===== src/rtl/id_ex_pipe_reg_pkg.sv =====
// Shared definitions for the decode/execute boundary.
// Holds the ALU operation encodings, memory access size codes, the decoded
// control bundle struct and the all-zero bubble constant. The same package is
// imported by ctrl_unit and the EX stage so every block agrees on encodings.
package id_ex_pipe_reg_pkg;

    // ALU operation encodings (5 bits)
    localparam logic [4:0] ALU_ADD  = 5'b00000;
    localparam logic [4:0] ALU_SUB  = 5'b00001;
    localparam logic [4:0] ALU_AND  = 5'b00010;
    localparam logic [4:0] ALU_OR   = 5'b00011;
    localparam logic [4:0] ALU_XOR  = 5'b00100;
    localparam logic [4:0] ALU_SLL  = 5'b00101;
    localparam logic [4:0] ALU_SRL  = 5'b00110;
    localparam logic [4:0] ALU_SRA  = 5'b00111;
    localparam logic [4:0] ALU_BEQ  = 5'b01000;
    localparam logic [4:0] ALU_SLT  = 5'b01001;
    localparam logic [4:0] ALU_SLTU = 5'b01010;

    // Memory access size codes, shared by MEM_READ and MEM_WRITE
    localparam logic [2:0] NO_MEM  = 3'b000;
    localparam logic [2:0] MEM_B   = 3'b001;
    localparam logic [2:0] MEM_H   = 3'b010;
    localparam logic [2:0] MEM_W   = 3'b011;
    localparam logic [2:0] MEM_BU  = 3'b100;
    localparam logic [2:0] MEM_HU  = 3'b101;

    // Decoded control bundle as produced by ctrl_unit
    typedef struct packed {
        logic [4:0] alu_op;
        logic [2:0] mem_read;
        logic [2:0] mem_write;
        logic [1:0] mem_to_reg;
        logic [1:0] alu_source;
        logic       reg_write;
        logic       branch;
        logic       reg_dest;
        logic       pc_sel;
    } ctrl_t;

    // A bubble has no architectural side effect: no write, no memory, no branch
    localparam ctrl_t BUBBLE = '0;

endpackage


===== src/rtl/id_ex_pipe_reg_load_use_detect.sv =====
// Load-use hazard detector (purely combinational).
// Flags when the instruction in EX is a valid load that writes a non-zero
// destination register read by the instruction currently in ID.
// Ports:
//   ex_valid_i       EX holds a real instruction
//   ex_mem_read_i    load size code of the EX instruction (NO_MEM = not a load)
//   ex_reg_write_i   EX instruction writes the register file
//   ex_rd_i          destination register of the EX instruction
//   id_rs1_i/rs2_i   source registers of the ID instruction
//   load_use_stall_o IF/ID and PC must hold this cycle
module load_use_detect
    import id_ex_pipe_reg_pkg::*;
(
    input  logic       ex_valid_i,
    input  logic [2:0] ex_mem_read_i,
    input  logic       ex_reg_write_i,
    input  logic [4:0] ex_rd_i,
    input  logic [4:0] id_rs1_i,
    input  logic [4:0] id_rs2_i,
    output logic       load_use_stall_o
);

    logic ex_is_load;
    logic rd_match;

    assign ex_is_load = ex_valid_i && (ex_mem_read_i != NO_MEM) && ex_reg_write_i
                        && (ex_rd_i != 5'd0);
    // rs2 is compared even for instructions that do not read it; a spurious
    // stall costs one cycle but avoids decoding operand usage here.
    assign rd_match   = (ex_rd_i == id_rs1_i) || (ex_rd_i == id_rs2_i);

    assign load_use_stall_o = ex_is_load && rd_match;

endmodule


===== src/rtl/id_ex_pipe_reg.sv =====
// ID/EX pipeline register.
// Captures the decoded control bundle, operands, immediate and register
// addresses from ID each rising edge and presents them to EX one cycle later.
// Inserts a bubble on FLUSH (branch/JALR redirect) or on a load-use hazard,
// holds everything on STALL, and counts inserted bubbles (saturating).
// Ports:
//   CLK, RESET                 clock, async active-high reset
//   STALL, FLUSH               hold / bubble requests (FLUSH wins)
//   ID_*                       control bundle, funct3, PC, operands, imm, reg addrs
//   EX_*                       registered copies of ID_*
//   EX_VALID                   0 when EX holds a bubble
//   LOAD_USE_STALL             combinational hazard flag for IF/ID and PC
//   BUBBLE_COUNT               bubbles inserted since reset (saturating)
module id_ex_pipe_reg
    import id_ex_pipe_reg_pkg::*;
#(
    parameter int DATA_W = 32,
    parameter int CNT_W  = 16
) (
    input  logic              CLK,
    input  logic              RESET,
    input  logic              STALL,
    input  logic              FLUSH,
    input  logic [4:0]        ID_ALU_OP,
    input  logic [2:0]        ID_MEM_READ,
    input  logic [2:0]        ID_MEM_WRITE,
    input  logic [1:0]        ID_MEM_TO_REG,
    input  logic [1:0]        ID_ALU_SOURCE,
    input  logic              ID_REG_WRITE,
    input  logic              ID_BRANCH,
    input  logic              ID_REG_DEST,
    input  logic              ID_PC_SEL,
    input  logic [2:0]        ID_FUN3,
    input  logic [DATA_W-1:0] ID_PC,
    input  logic [DATA_W-1:0] ID_RS1_DATA,
    input  logic [DATA_W-1:0] ID_RS2_DATA,
    input  logic [DATA_W-1:0] ID_IMM,
    input  logic [4:0]        ID_RS1,
    input  logic [4:0]        ID_RS2,
    input  logic [4:0]        ID_RD,
    output logic [4:0]        EX_ALU_OP,
    output logic [2:0]        EX_MEM_READ,
    output logic [2:0]        EX_MEM_WRITE,
    output logic [1:0]        EX_MEM_TO_REG,
    output logic [1:0]        EX_ALU_SOURCE,
    output logic              EX_REG_WRITE,
    output logic              EX_BRANCH,
    output logic              EX_REG_DEST,
    output logic              EX_PC_SEL,
    output logic [2:0]        EX_FUN3,
    output logic [DATA_W-1:0] EX_PC,
    output logic [DATA_W-1:0] EX_RS1_DATA,
    output logic [DATA_W-1:0] EX_RS2_DATA,
    output logic [DATA_W-1:0] EX_IMM,
    output logic [4:0]        EX_RS1,
    output logic [4:0]        EX_RS2,
    output logic [4:0]        EX_RD,
    output logic              EX_VALID,
    output logic              LOAD_USE_STALL,
    output logic [CNT_W-1:0]  BUBBLE_COUNT
);

    ctrl_t              id_ctrl;
    ctrl_t              ctrl_q,     ctrl_d;
    logic [2:0]         fun3_q,     fun3_d;
    logic [DATA_W-1:0]  pc_q,       pc_d;
    logic [DATA_W-1:0]  rs1_data_q, rs1_data_d;
    logic [DATA_W-1:0]  rs2_data_q, rs2_data_d;
    logic [DATA_W-1:0]  imm_q,      imm_d;
    logic [4:0]         rs1_q,      rs1_d;
    logic [4:0]         rs2_q,      rs2_d;
    logic [4:0]         rd_q,       rd_d;
    logic               valid_q,    valid_d;
    logic [CNT_W-1:0]   cnt_q,      cnt_d;
    logic               load_use;
    logic               insert_bubble;

    assign id_ctrl = '{
        alu_op:     ID_ALU_OP,
        mem_read:   ID_MEM_READ,
        mem_write:  ID_MEM_WRITE,
        mem_to_reg: ID_MEM_TO_REG,
        alu_source: ID_ALU_SOURCE,
        reg_write:  ID_REG_WRITE,
        branch:     ID_BRANCH,
        reg_dest:   ID_REG_DEST,
        pc_sel:     ID_PC_SEL
    };

    // Hazard check looks at the registered EX contents, so the only
    // combinational path from ID_* ends at LOAD_USE_STALL.
    load_use_detect u_load_use_detect (
        .ex_valid_i       (valid_q),
        .ex_mem_read_i    (ctrl_q.mem_read),
        .ex_reg_write_i   (ctrl_q.reg_write),
        .ex_rd_i          (rd_q),
        .id_rs1_i         (ID_RS1),
        .id_rs2_i         (ID_RS2),
        .load_use_stall_o (load_use)
    );

    // Priority: FLUSH > STALL > load-use > normal capture
    always_comb begin
        ctrl_d        = ctrl_q;
        fun3_d        = fun3_q;
        pc_d          = pc_q;
        rs1_data_d    = rs1_data_q;
        rs2_data_d    = rs2_data_q;
        imm_d         = imm_q;
        rs1_d         = rs1_q;
        rs2_d         = rs2_q;
        rd_d          = rd_q;
        valid_d       = valid_q;
        cnt_d         = cnt_q;
        insert_bubble = 1'b0;

        if (FLUSH) begin
            insert_bubble = 1'b1;
        end else if (STALL) begin
            insert_bubble = 1'b0;
        end else if (load_use) begin
            insert_bubble = 1'b1;
        end else begin
            ctrl_d     = id_ctrl;
            fun3_d     = ID_FUN3;
            pc_d       = ID_PC;
            rs1_data_d = ID_RS1_DATA;
            rs2_data_d = ID_RS2_DATA;
            imm_d      = ID_IMM;
            rs1_d      = ID_RS1;
            rs2_d      = ID_RS2;
            rd_d       = ID_RD;
            valid_d    = 1'b1;
        end

        if (insert_bubble) begin
            ctrl_d     = BUBBLE;
            fun3_d     = '0;
            pc_d       = '0;
            rs1_data_d = '0;
            rs2_data_d = '0;
            imm_d      = '0;
            rs1_d      = '0;
            rs2_d      = '0;
            rd_d       = '0;
            valid_d    = 1'b0;
            // Saturate rather than wrap so a long run never reports a small count
            if (cnt_q != {CNT_W{1'b1}}) begin
                cnt_d = cnt_q + CNT_W'(1);
            end
        end
    end

    always_ff @(posedge CLK or posedge RESET) begin
        if (RESET) begin
            ctrl_q     <= BUBBLE;
            fun3_q     <= '0;
            pc_q       <= '0;
            rs1_data_q <= '0;
            rs2_data_q <= '0;
            imm_q      <= '0;
            rs1_q      <= '0;
            rs2_q      <= '0;
            rd_q       <= '0;
            valid_q    <= 1'b0;
            cnt_q      <= '0;
        end else begin
            ctrl_q     <= ctrl_d;
            fun3_q     <= fun3_d;
            pc_q       <= pc_d;
            rs1_data_q <= rs1_data_d;
            rs2_data_q <= rs2_data_d;
            imm_q      <= imm_d;
            rs1_q      <= rs1_d;
            rs2_q      <= rs2_d;
            rd_q       <= rd_d;
            valid_q    <= valid_d;
            cnt_q      <= cnt_d;
        end
    end

    assign EX_ALU_OP      = ctrl_q.alu_op;
    assign EX_MEM_READ    = ctrl_q.mem_read;
    assign EX_MEM_WRITE   = ctrl_q.mem_write;
    assign EX_MEM_TO_REG  = ctrl_q.mem_to_reg;
    assign EX_ALU_SOURCE  = ctrl_q.alu_source;
    assign EX_REG_WRITE   = ctrl_q.reg_write;
    assign EX_BRANCH      = ctrl_q.branch;
    assign EX_REG_DEST    = ctrl_q.reg_dest;
    assign EX_PC_SEL      = ctrl_q.pc_sel;
    assign EX_FUN3        = fun3_q;
    assign EX_PC          = pc_q;
    assign EX_RS1_DATA    = rs1_data_q;
    assign EX_RS2_DATA    = rs2_data_q;
    assign EX_IMM         = imm_q;
    assign EX_RS1         = rs1_q;
    assign EX_RS2         = rs2_q;
    assign EX_RD          = rd_q;
    assign EX_VALID       = valid_q;
    assign LOAD_USE_STALL = load_use;
    assign BUBBLE_COUNT   = cnt_q;

endmodule


===== config.mk =====
export PLATFORM = sky130hd
export DESIGN_NAME = id_ex_pipe_reg
export DESIGN_NICKNAME = d
export VERILOG_FILES = /design/src/rtl/id_ex_pipe_reg_pkg.sv /design/src/rtl/id_ex_pipe_reg_load_use_detect.sv /design/src/rtl/id_ex_pipe_reg.sv
export SDC_FILE = /design/constraint.sdc
export NUM_CORES = 1
export LEC_CHECK = 0
export ABC_AREA = 1
export BUFFER_PORTS_ARGS = -buffer_cell sky130_fd_sc_hd__buf_2
export CORE_AREA = 2 2 137 139
export CTS_CLUSTER_SIZE = 14
export DETAILED_ROUTE_END_ITERATION = 7
export DIE_AREA = 0 0 139 141
export MAX_ROUTING_LAYER = met4
export PLACE_DENSITY = 0.87
export REMOVE_ABC_BUFFERS = 1
export SLEW_MARGIN = 20
export SYNTH_ARGS = -nofsm -noshare
export SYNTH_HDL_FRONTEND = slang
export SYNTH_SLANG_ARGS = --single-unit
export TNS_END_PERCENT = 1

===== constraint.sdc =====
create_clock -name CLK -period 8.54 [get_ports CLK]
set_input_delay 0.854 -clock CLK [delete_from_list [all_inputs] [get_ports CLK]]
set_output_delay 0.854 -clock CLK [all_outputs]
set_load 0.02 [all_outputs]

==> results of run 1 <==
==> power breakdown <==
part	total [mW]	leakage (nW)	internal, mW	switching, mW
clock	0.762	0.282	0.395	0.367
combinational	0.418	3.58	0.140	0.278
sequential	0.996	2.32	0.940	0.0558
==> through the flow <==
step                      instances  setup WS (ps)
after floorplan                 856          -5155
after global placement         1447           4642
after detailed placement       1447           4576
after CTS                      1478           5030
after global routing           1478           4739
final                          1478           4994
==> layout make-up <==
cell class,count,area (µm²)
flip-flops and latches,182,4554
multi-input cells,638,3224
fillers,1576,7679
inverters,36,145.1
well taps,234,292.8
clock buffers,18,439.2
clock inverters,13,131.4
repair buffers,357,1802
==> worst max-delay path: stages <==
cell     delay, ps
buf_2           80
inv_1           60
nor2_4          80
buf_4          550
inv_6          350
nand2_8        610
buf_4          900
nand3_1        170
nand2_1        100
==> cell usage in the layout, fill, tap and decap left out <==
cell       count
nor4_1         1
buf_2        351
clkbuf_8       1
nand2_8        1
nand4_1        1
nand2_2        1
clkbuf_16     17
inv_1         29
dfrtp_1      182
nor3_1         4
nand2_1      410
nor2_1        19
xnor2_1        2
inv_6          6
clkinv_8       1
nor2_4         1
nand3b_1       1
inv_2          4
o31ai_1        1
inv_8          4
xor2_1         6
ha_1           1
nand3_2      100
nand3_1       89
clkinv_1       1
buf_4          6
clkinv_4       4
==> cells by family (layout without fill, tap and decap cells) <==
kind of cell               Yosys count  in the layout  synth area share (%)
xor gates and xnor gates             8              8                0.8489
DFF                                182            182                 55.18
buffers and inverters               93            424                 6.018
adders and majority gates            1              1                0.1516
and+or+nand+nor                    628            628                 37.71
AOI/OAI and AO/OA                    1              1               0.09098
==> sequential cells by signal, indices dropped and copies added (netlist names), 3 cells and up <==
name / cells
EX_IMM: 32
EX_PC: 32
EX_RS1_DATA: 32
EX_RS2_DATA: 32
BUBBLE_COUNT: 16
EX_ALU_OP: 5
EX_RD: 5
EX_RS1: 5
EX_RS2: 5
EX_FUN3: 3
EX_MEM_READ: 3
EX_MEM_WRITE: 3
==> metal layers <==
layer	track usage, %	vias to the layer above	routed length (µm)
met2	35.26	305	10650
met1	29.02	3465	8867
li1	-	3518	-
met5	-	-	0
met4	8.825	0	524
met3	3.838	33	1294
==> worst min path at each step <==
stage / startpoint / end / cells past startpoint
after global routing: EX_RS2[3]$_DFFE_PP0P_ / EX_RS2[3]$_DFFE_PP0P_ / 2
after detailed placement: EX_PC[26]$_DFFE_PP0P_ / EX_PC[26]$_DFFE_PP0P_ / 2
final: EX_IMM[21]$_DFFE_PP0P_ / EX_IMM[21]$_DFFE_PP0P_ / 2
after floorplan: EX_ALU_OP[0]$_DFFE_PP0P_ / EX_ALU_OP[0]$_DFFE_PP0P_ / 2
after CTS: EX_PC[26]$_DFFE_PP0P_ / EX_PC[26]$_DFFE_PP0P_ / 2
after global placement: EX_PC[10]$_DFFE_PP0P_ / EX_PC[10]$_DFFE_PP0P_ / 2
==> metrics, run 1 <==
crit path launch=STALL; DP Area=10020 µm²; FF+latch count, synth=182; max-cap violations=0; status=completed; final WL=21340 µm; layout cells sized above 1=39.95%; global-route wire length before repair=34520 µm; VDD IR max=0.1448 mV; TritonCTS buffer count=17; Final Core Density=57.97%; synthesized area=8254 µm²; Worst Hold Slack=474.3 ps; Die Wd=139 µm; initial antenna violation count=0; Seq/Total Area, Yosys=55.18%; GRT overflow=0; Hold Path Class=flip-flop to flip-flop; Finished Cell Area=10590 µm²; Synth area leader=dfrtp_1; Total Routing Usage GR=between 20 and 25%; cell with the most instances after synthesis=nand2_1; clock root cell=clkbuf_16; largest net degree at the start of global routing=roughly 110; Pwr Total=2.176 mW; P&R area growth vs syn=28.29%; # clock sinks=182; RSZ-0062 raised after global routing=no; # IOs=352; Power Density=205.5 nW/µm²; Skew-Pair Late Insertion Delay=420 ps; LEAKAGE=6.186 nW; Reg2Reg Setup Slack=between 5000 and 6000 ps; top cells by area, synth=dfrtp_1 (55%), nand2_1 (19%), nand3_2 (12%), nand3_1 (5.4%), buf_6 (2.2%); setup tns final=0 ps; Synth Instances=913; ys async rst share=100.0%; Post-CTS Setup Bufs=0; critical path arrival=between 3000 and 4000 ps; Worst Tran Pin Value=1032 ps; Req. time, crit path=8900 ps; Via density=4.953; area fraction of the dominant cell type after synthesis=55.18%; fin nets=1402; top achievable clock speed=around 280 MHz; critical path type=input pin to flip-flop; post-DP HPWL=14790 µm; final clock skew=around 12 ps; via count of the routed design=7321; CP Capture Type=flip-flop; Initial DRT Pass Iterations=5; hold_buf cts=0; FF-to-FF path depth=10; Rel. slew slack=a little under a third; crit start category=input pin; vias in the first global route=6869; Die H=approximately 140 µm; row cnt=50; Core Footprint=roughly 18000 µm²; I/O Buffers=351; capture point of the worst path=EX_RS2_DATA[8]$_DFFE_PP0P_; CTS tree=built; antenna viol nets, final=0; ant diodes=0; reg2reg start=EX_RD[2]$_DFFE_PP0P_; Routed wire per std cell=around 14 µm; initial core utilization=a little under half; Most used DFF post-synth=dfrtp_1; Post-synth top cells=nand2_1 (410), dfrtp_1 (182), nand3_2 (100); Slew Limit Fails=0; fin crit period=3546 ps; Syn. warnings=0; Post-CTS Resized=0; syn avg cell area=9.041 µm²; routability cong.=0.9158; CTS clk-pin slew, worst paths=about 80 ps; number of enable flip-flop cells after synthesis=0; Max FO, Critical Path=91; starting DRC count in detailed routing=~420; DIE AREA=around 20000 µm²; crit share post-route=41.52%; Final setup viols=0; R2R Path End=EX_RS2_DATA[8]$_DFFE_PP0P_; final hold violation count=0; drc violations=0; H-tree depth=4; Netlist cell types=21; clock buffer depth=2
Power figures use the tool's default switching activity.
==> run 2, diff against run 1 <==
--- a/config.mk
+++ b/config.mk
@@ -7,12 +7,12 @@
 export LEC_CHECK = 0
 export ABC_AREA = 1
 export BUFFER_PORTS_ARGS = -buffer_cell sky130_fd_sc_hd__buf_2
-export CORE_AREA = 2 2 137 139
+export CORE_MARGIN = 2
+export CORE_UTILIZATION = 43
 export CTS_CLUSTER_SIZE = 14
 export DETAILED_ROUTE_END_ITERATION = 7
-export DIE_AREA = 0 0 139 141
 export MAX_ROUTING_LAYER = met4
-export PLACE_DENSITY = 0.87
+export PLACE_DENSITY = 0.86
 export REMOVE_ABC_BUFFERS = 1
 export SLEW_MARGIN = 20
 export SYNTH_ARGS = -nofsm -noshare
==> constraint.sdc (replaced) <==
create_clock -name CLK -period 3 [get_ports CLK]
set_input_delay 0.3 -clock CLK [delete_from_list [all_inputs] [get_ports CLK]]
set_output_delay 0.3 -clock CLK [all_outputs]
set_load 0.02 [all_outputs]
==> run 2 against run 1 <==
Cell area increased by 1.1%. Power rose to 2.9 times the previous value. Critical endpoint is now EX_IMM[18]$_DFFE_PP0P_. Critical path depth increased by 1. Clock power grew to 2.9 times the previous value. Sequential power rose to 2.8 times the previous value. Worst setup slack worse by 4200 ps. Global-route usage is 0.88 points lower. Clock skew is 3.0 ps lower. Via count is 0.87% higher.
==> metrics, run 2 (same netlist as run 1, synthesis figures left out) <==
reg2reg start=EX_RD[4]$_DFFE_PP0P_ (was EX_RD[2]$_DFFE_PP0P_); LEAKAGE=6.233 nW (was 6.186 nW); initial antenna violation count=0 (unchanged); Skew-Pair Late Insertion Delay=420 ps (about the same); Hold Path Class=input pin to flip-flop (was flip-flop to flip-flop); Power Density=582.4 nW/µm² (was 205.5 nW/µm²); final hold violation count=0 (unchanged); CTS clk-pin slew, worst paths=70 ps (was 80 ps); status=completed (unchanged); CP Capture Type=flip-flop (unchanged); Via density=4.980 (was 4.953); # IOs=352 (unchanged); vias in the first global route=6912 (was 6869); starting DRC count in detailed routing=476 (was 422); initial core utilization=43.98% (was 45.18%); max-cap violations=0 (unchanged); Reg2Reg Setup Slack=840 ps (was 5560 ps); setup tns final=0 ps (unchanged); global-route wire length before repair=34100 µm (was 34520 µm); Final Core Density=57.03% (was 57.97%); Slew Limit Fails=0 (unchanged); top achievable clock speed=463.6 MHz; most frequent cells in the layout=nand2_1 (410), buf_2 (351), dfrtp_1 (182) (unchanged); final WL=21590 µm (was 21340 µm); Worst Tran Pin Value=792.2 ps (was 1032 ps); register area=4554 µm² (unchanged); Hold EP=EX_IMM[30]$_DFFE_PP0P_ (was EX_IMM[21]$_DFFE_PP0P_); clock buffer depth=2 (unchanged); final clock skew=8.755 ps (was 11.74 ps); critical path type=flip-flop to flip-flop (was input pin to flip-flop); crit start category=flip-flop (was input pin); GRT overflow=0 (unchanged); Setup WS pre-CTS=823.4 ps (was 4576 ps); fin nets=1407 (was 1402); routability cong.=0.8672 (was 0.9158); via count of the routed design=7385 (was 7321); Max FO, Critical Path=58 (was 91); CTS tree=built (unchanged); family with the most delay on the worst path=simple AND/OR/NAND/NOR gates (was buffers and inverters); cell mode on critical path=nand2_1 (was buf_4); Total Routing Usage GR=21.45% (was 22.34%); H-tree depth=4 (unchanged); Pwr Total=6.234 mW (was 2.176 mW); layout cells sized above 1=40.03% (was 39.95%); number of cells on the critical path=10 (was 9); Bufs and invs on worst path=2 (was 5); most common cell after layout, fill and taps aside=nand2_1 (unchanged); Multi-input gate area=3224 µm² (unchanged); row cnt=50 (unchanged); WHS Path Cells=3 (was 2); Rel. slew slack=47.19% (was 31.19%); FF-to-FF path depth=10 (unchanged); ant diodes=0 (unchanged); CP cell instances=inv_2 -> nand3_1 -> nor3_1 -> nor2_1 -> nand2_1 -> nand2_1 -> nand2_8 -> buf_4 -> nand3_1 -> nand2_1 (was buf_2 -> inv_1 -> nor2_4 -> buf_4 -> inv_6 -> nand2_8 -> buf_4 -> nand3_1 -> nand2_1); clock root cell=clkbuf_16 (unchanged); max incr delay on CP=440 ps (was 900 ps); Die H=142.6 µm (was 141 µm); Routed wire per std cell=14.56 µm (was 14.44 µm); # clock sinks=182 (unchanged); I/O Buffers=351 (unchanged); largest net degree at the start of global routing=166 (was 109); TritonCTS buffer count=17 (unchanged); Post-CTS Resized=0 (unchanged); final worst setup slack=843.1 ps (was 4994 ps); Die Wd=142.6 µm (was 139 µm); critical path arrival=2510 ps (was 3910 ps); fin crit period=2157 ps; Core Footprint=18770 µm² (was 18270 µm²); DIE AREA=20320 µm² (was 19600 µm²); crit share post-route=71.90%; slowest CP cell=dfrtp_1 (was buf_4); VDD IR max=0.3388 mV (was 0.1448 mV); Req. time, crit path=3350 ps (was 8900 ps); antenna viol nets, final=0 (unchanged); R2R Path End=EX_IMM[18]$_DFFE_PP0P_ (was EX_RS2_DATA[8]$_DFFE_PP0P_); Final setup viols=0 (unchanged); P&R area growth vs syn=29.68% (was 28.29%); drc violations=0 (unchanged); RSZ-0062 raised after global routing=no (unchanged); Initial DRT Pass Iterations=5 (unchanged); post-DP HPWL=15130 µm (was 14790 µm); min-delay src=ID_IMM[30] (was EX_IMM[21]$_DFFE_PP0P_); fillers=1624 (was 1576)
run 2: worst max path at each step:
stage / startpoint / to / slack, ps
after floorplan: STALL / EX_IMM[0]$_DFFE_PP0P_ / -10140
after global placement: EX_RD[0]$_DFFE_PP0P_ / EX_IMM[0]$_DFFE_PP0P_ / 920
after detailed placement: EX_RD[4]$_DFFE_PP0P_ / EX_IMM[18]$_DFFE_PP0P_ / 820
after CTS: EX_RD[4]$_DFFE_PP0P_ / EX_IMM[18]$_DFFE_PP0P_ / 820
after global routing: EX_RD[4]$_DFFE_PP0P_ / EX_IMM[27]$_DFFE_PP0P_ / 620
final: EX_RD[4]$_DFFE_PP0P_ / EX_IMM[18]$_DFFE_PP0P_ / 840
run 2: tightest hold or removal path, stage by stage:
cell and delay [ps]:
buf_2 70, nand3_1 60, nand2_1 50
run 2: through the flow:
step	cells	area [µm²]	hold WS, ps
final	1483	10700	97.14
after global routing	1483	10700	78.05
after floorplan	856	7893	427.2
after global placement	1451	10120	451.7
after CTS	1483	10700	78.01
after detailed placement	1451	10120	451.8
run 2: where the power goes:
group          total, mW  internal [mW]  switching [mW]
clock               2.19           1.17            1.02
combinational       1.22          0.414           0.801
sequential          2.83           2.68           0.152
total               6.23           4.26            1.97
run 2: area by class of cell:
cell class,count,area share [%]
clock buffer,18,4.009
tap,234,2.735
timing repair buffer,362,17.91
multi-input combinational,638,30.12
inverter,36,1.356
clock inverter,13,1.321
sequential,182,42.55
run 2: per-layer routing:
layer | up-vias | global-route usage [%] | share of wire [%]
li1 | 3541 | - | -
met1 | 3474 | 27.79 | 43
met2 | 325 | 33.81 | 48
met3 | 45 | 4.139 | 6.5
met4 | 0 | 7.764 | 2.2
met5 | - | - | 0
run 2: repair_timing:
| item | CTS | global route |
|---|---|---|
| hold endpoints to repair | 42 | 0 |
| buffers inserted | 0 | 0 |
| hold buffers | 1 | 0 |
==> run 3, diff against run 2 <==
==> constraint.sdc (replaced) <==
create_clock -name CLK -period 1.9 [get_ports CLK]
set_input_delay 0.19 -clock CLK [delete_from_list [all_inputs] [get_ports CLK]]
set_output_delay 0.19 -clock CLK [all_outputs]
set_load 0.02 [all_outputs]
==> run 3 against run 2 <==
Critical path depth is 2 lower. Clock power increased by 65%. Power increased by 66%. Via count is 15% higher. Utilization rose by 9.0 points. Combinational power up 86%. Global-route usage increased by 6.1 points. Sequential share of layout area down 5.8 points. Sequential power grew 59%. Die area did not move. Clock skew is 1.5 ps higher. Critical path type is now flip-flop to output port. Critical endpoint is now LOAD_USE_STALL. Highest routed layer unchanged.
==> metrics, run 3 (same netlist as run 1, synthesis figures left out) <==
family with the most delay on the worst path=simple AND/OR/NAND/NOR gates (unchanged); cell mode on critical path=nand2_1 (unchanged); clock root cell=clkbuf_16 (unchanged); Hold Path Class=input pin to flip-flop (unchanged); GRT overflow=0 (unchanged); layout cells sized above 1=36.88% (was 40.03%); # IOs=352 (unchanged); final WL=27500 µm (was 21590 µm); Final Core Density=66.02% (was 57.03%); Via density=5.155 (was 4.980); Req. time, crit path=1710 ps (was 3350 ps); Max FO, Critical Path=5 (was 58); Rel. slew slack=50.38% (was 47.19%); drc violations=0 (unchanged); Pwr Total=10.38 mW (was 6.234 mW); max-cap violations=0 (unchanged); clock buffer depth=2 (unchanged); CTS clk-pin slew, worst paths=70 ps (about the same); routability cong.=0.8742 (was 0.8672); antenna viol nets, final=0 (unchanged); initial antenna violation count=3 (was 0); final hold violation count=0 (unchanged); register area=4558 µm² (was 4554 µm²); slowest CP cell=dfrtp_2 (was dfrtp_1); Finished Cell Area=12390 µm² (was 10700 µm²); crit start category=flip-flop (unchanged); P&R area growth vs syn=50.11% (was 29.68%); Power Density=837.4 nW/µm² (was 582.4 nW/µm²); fin nets=1567 (was 1407); Slew Limit Fails=0 (unchanged); fin crit period=1785 ps; max incr delay on CP=460 ps (was 440 ps); status=completed (unchanged); Die H=142.6 µm (unchanged); starting DRC count in detailed routing=554 (was 476); critical path type=flip-flop to output port (was flip-flop to flip-flop); H-tree depth=4 (unchanged); most common cell after layout, fill and taps aside=nand2_1 (unchanged); final clock skew=10.30 ps (was 8.755 ps); Worst Tran Pin Value=744.4 ps (was 792.2 ps); Finished Layout Cells=1647 (was 1483); I/O Buffers=351 (unchanged); LEAKAGE=6.947 nW (was 6.233 nW); largest net degree at the start of global routing=166 (unchanged); CP Capture Type=output port (was flip-flop); post-DP HPWL=15860 µm (was 15130 µm); setup tns final=0 ps (unchanged); Bufs and invs on worst path=2 (unchanged); most frequent cells in the layout=nand2_1 (409), buf_2 (350), dfrtp_1 (179) (was nand2_1 (410), buf_2 (351), dfrtp_1 (182)); CTS tree=built (unchanged); Final setup viols=0 (unchanged); Routed wire per std cell=16.69 µm (was 14.56 µm); Skew-Pair Late Insertion Delay=430 ps (was 420 ps); Core Footprint=18770 µm² (unchanged); top achievable clock speed=560.3 MHz; row cnt=50 (unchanged); Multi-input gate area=3232 µm² (was 3224 µm²); initial core utilization=43.98% (unchanged); via count of the routed design=8490 (was 7385); vias in the first global route=8747 (was 6912); DIE AREA=20320 µm² (unchanged); CP cell instances=nand2_1 -> nand2_1 -> nor2_2 -> nand3_1 -> nand2_1 -> nand2_1 -> inv_1 -> buf_4 (was inv_2 -> nand3_1 -> nor3_1 -> nor2_1 -> nand2_1 -> nand2_1 -> nand2_8 -> buf_4 -> nand3_1 -> nand2_1); # clock sinks=182 (unchanged); global-route wire length before repair=43040 µm (was 34100 µm); critical path arrival=1590 ps (was 2510 ps); Initial DRT Pass Iterations=5 (unchanged); VDD IR max=0.5710 mV (was 0.3388 mV); fillers=1312 (was 1624); Die Wd=142.6 µm (unchanged); DP Area=10260 µm² (was 10120 µm²); Total Routing Usage GR=27.52% (was 21.45%); RSZ-0062 raised after global routing=yes (was no); crit share post-route=93.93%; TritonCTS buffer count=17 (unchanged); DP Cell Count=1463 (was 1451)
==> run 3: final cells by class <==
cell class / instances / area share [%]
clock inverter: 15 / 1.464
multi-input combinational: 638 / 26.08
inverter: 36 / 1.171
tap: 234 / 2.363
clock buffer: 17 / 3.433
antenna: 3 / 0.06059
timing repair buffer: 522 / 28.64
sequential: 182 / 36.79
==> run 3: routing by layer <==
metal,wire [µm],global-route usage (%)
met1,10500,31.81
met2,13870,46.38
met3,1955,5.081
met4,1167,13.24
met5,0,-
==> run 3: metrics by stage <==
step	setup WS [ps]	hold WS [ps]
5_1_grt	-16.62	5.979
2_1_floorplan	-11130	317.2
4_1_cts	70.14	1.606
3_5_place_dp	122.5	294.3
6_report	115.4	22.48
3_3_place_gp	156.8	296.3
==> run 3: worst register-to-register path, stage by stage, from the launching register on <==
cell	delay [ps]
dfrtp_1	400
o31ai_1	340
nor2_1	100
nand2_1	110
nand2_2	90
nand2_8	130
buf_16	240
nand3_1	150
nand2_1	100
==> run 3: what timing repair did <==
item,CTS,global route
hold buffers,149,0
resized for setup,0,8
setup endpoints to repair,0,152
hold endpoints to repair,195,0
buffers inserted,0,0
==> run 3: report_power, final <==
part	switching, mW	internal, mW	total (mW)	leakage (nW)
clock	1.71	1.90	3.61	0.299
sequential	0.272	4.22	4.50	2.32
combinational	1.39	0.882	2.27	4.33
total	3.37	7.01	10.4	6.95
==> run 3: worst paths after layout <==
path                                                  from                endpoint  slack (ps)  cells past startpoint
min in group asynchronous                            RESET  EX_IMM[26]$_DFFE_PP0P_         380                      3
worst max register to register  EX_MEM_READ[1]$_DFFE_PP0P_  EX_IMM[22]$_DFFE_PP0P_         170                      8
worst min-delay path                              ID_PC[5]    EX_PC[5]$_DFFE_PP0P_          20                      3
max in group asynchronous                            RESET  EX_IMM[13]$_DFFE_PP0P_         890                      4
worst max-delay path                  EX_RD[4]$_DFFE_PP0P_          LOAD_USE_STALL         120                      8
worst min register to register        EX_PC[3]$_DFFE_PP0P_    EX_PC[3]$_DFFE_PP0P_         470                      2
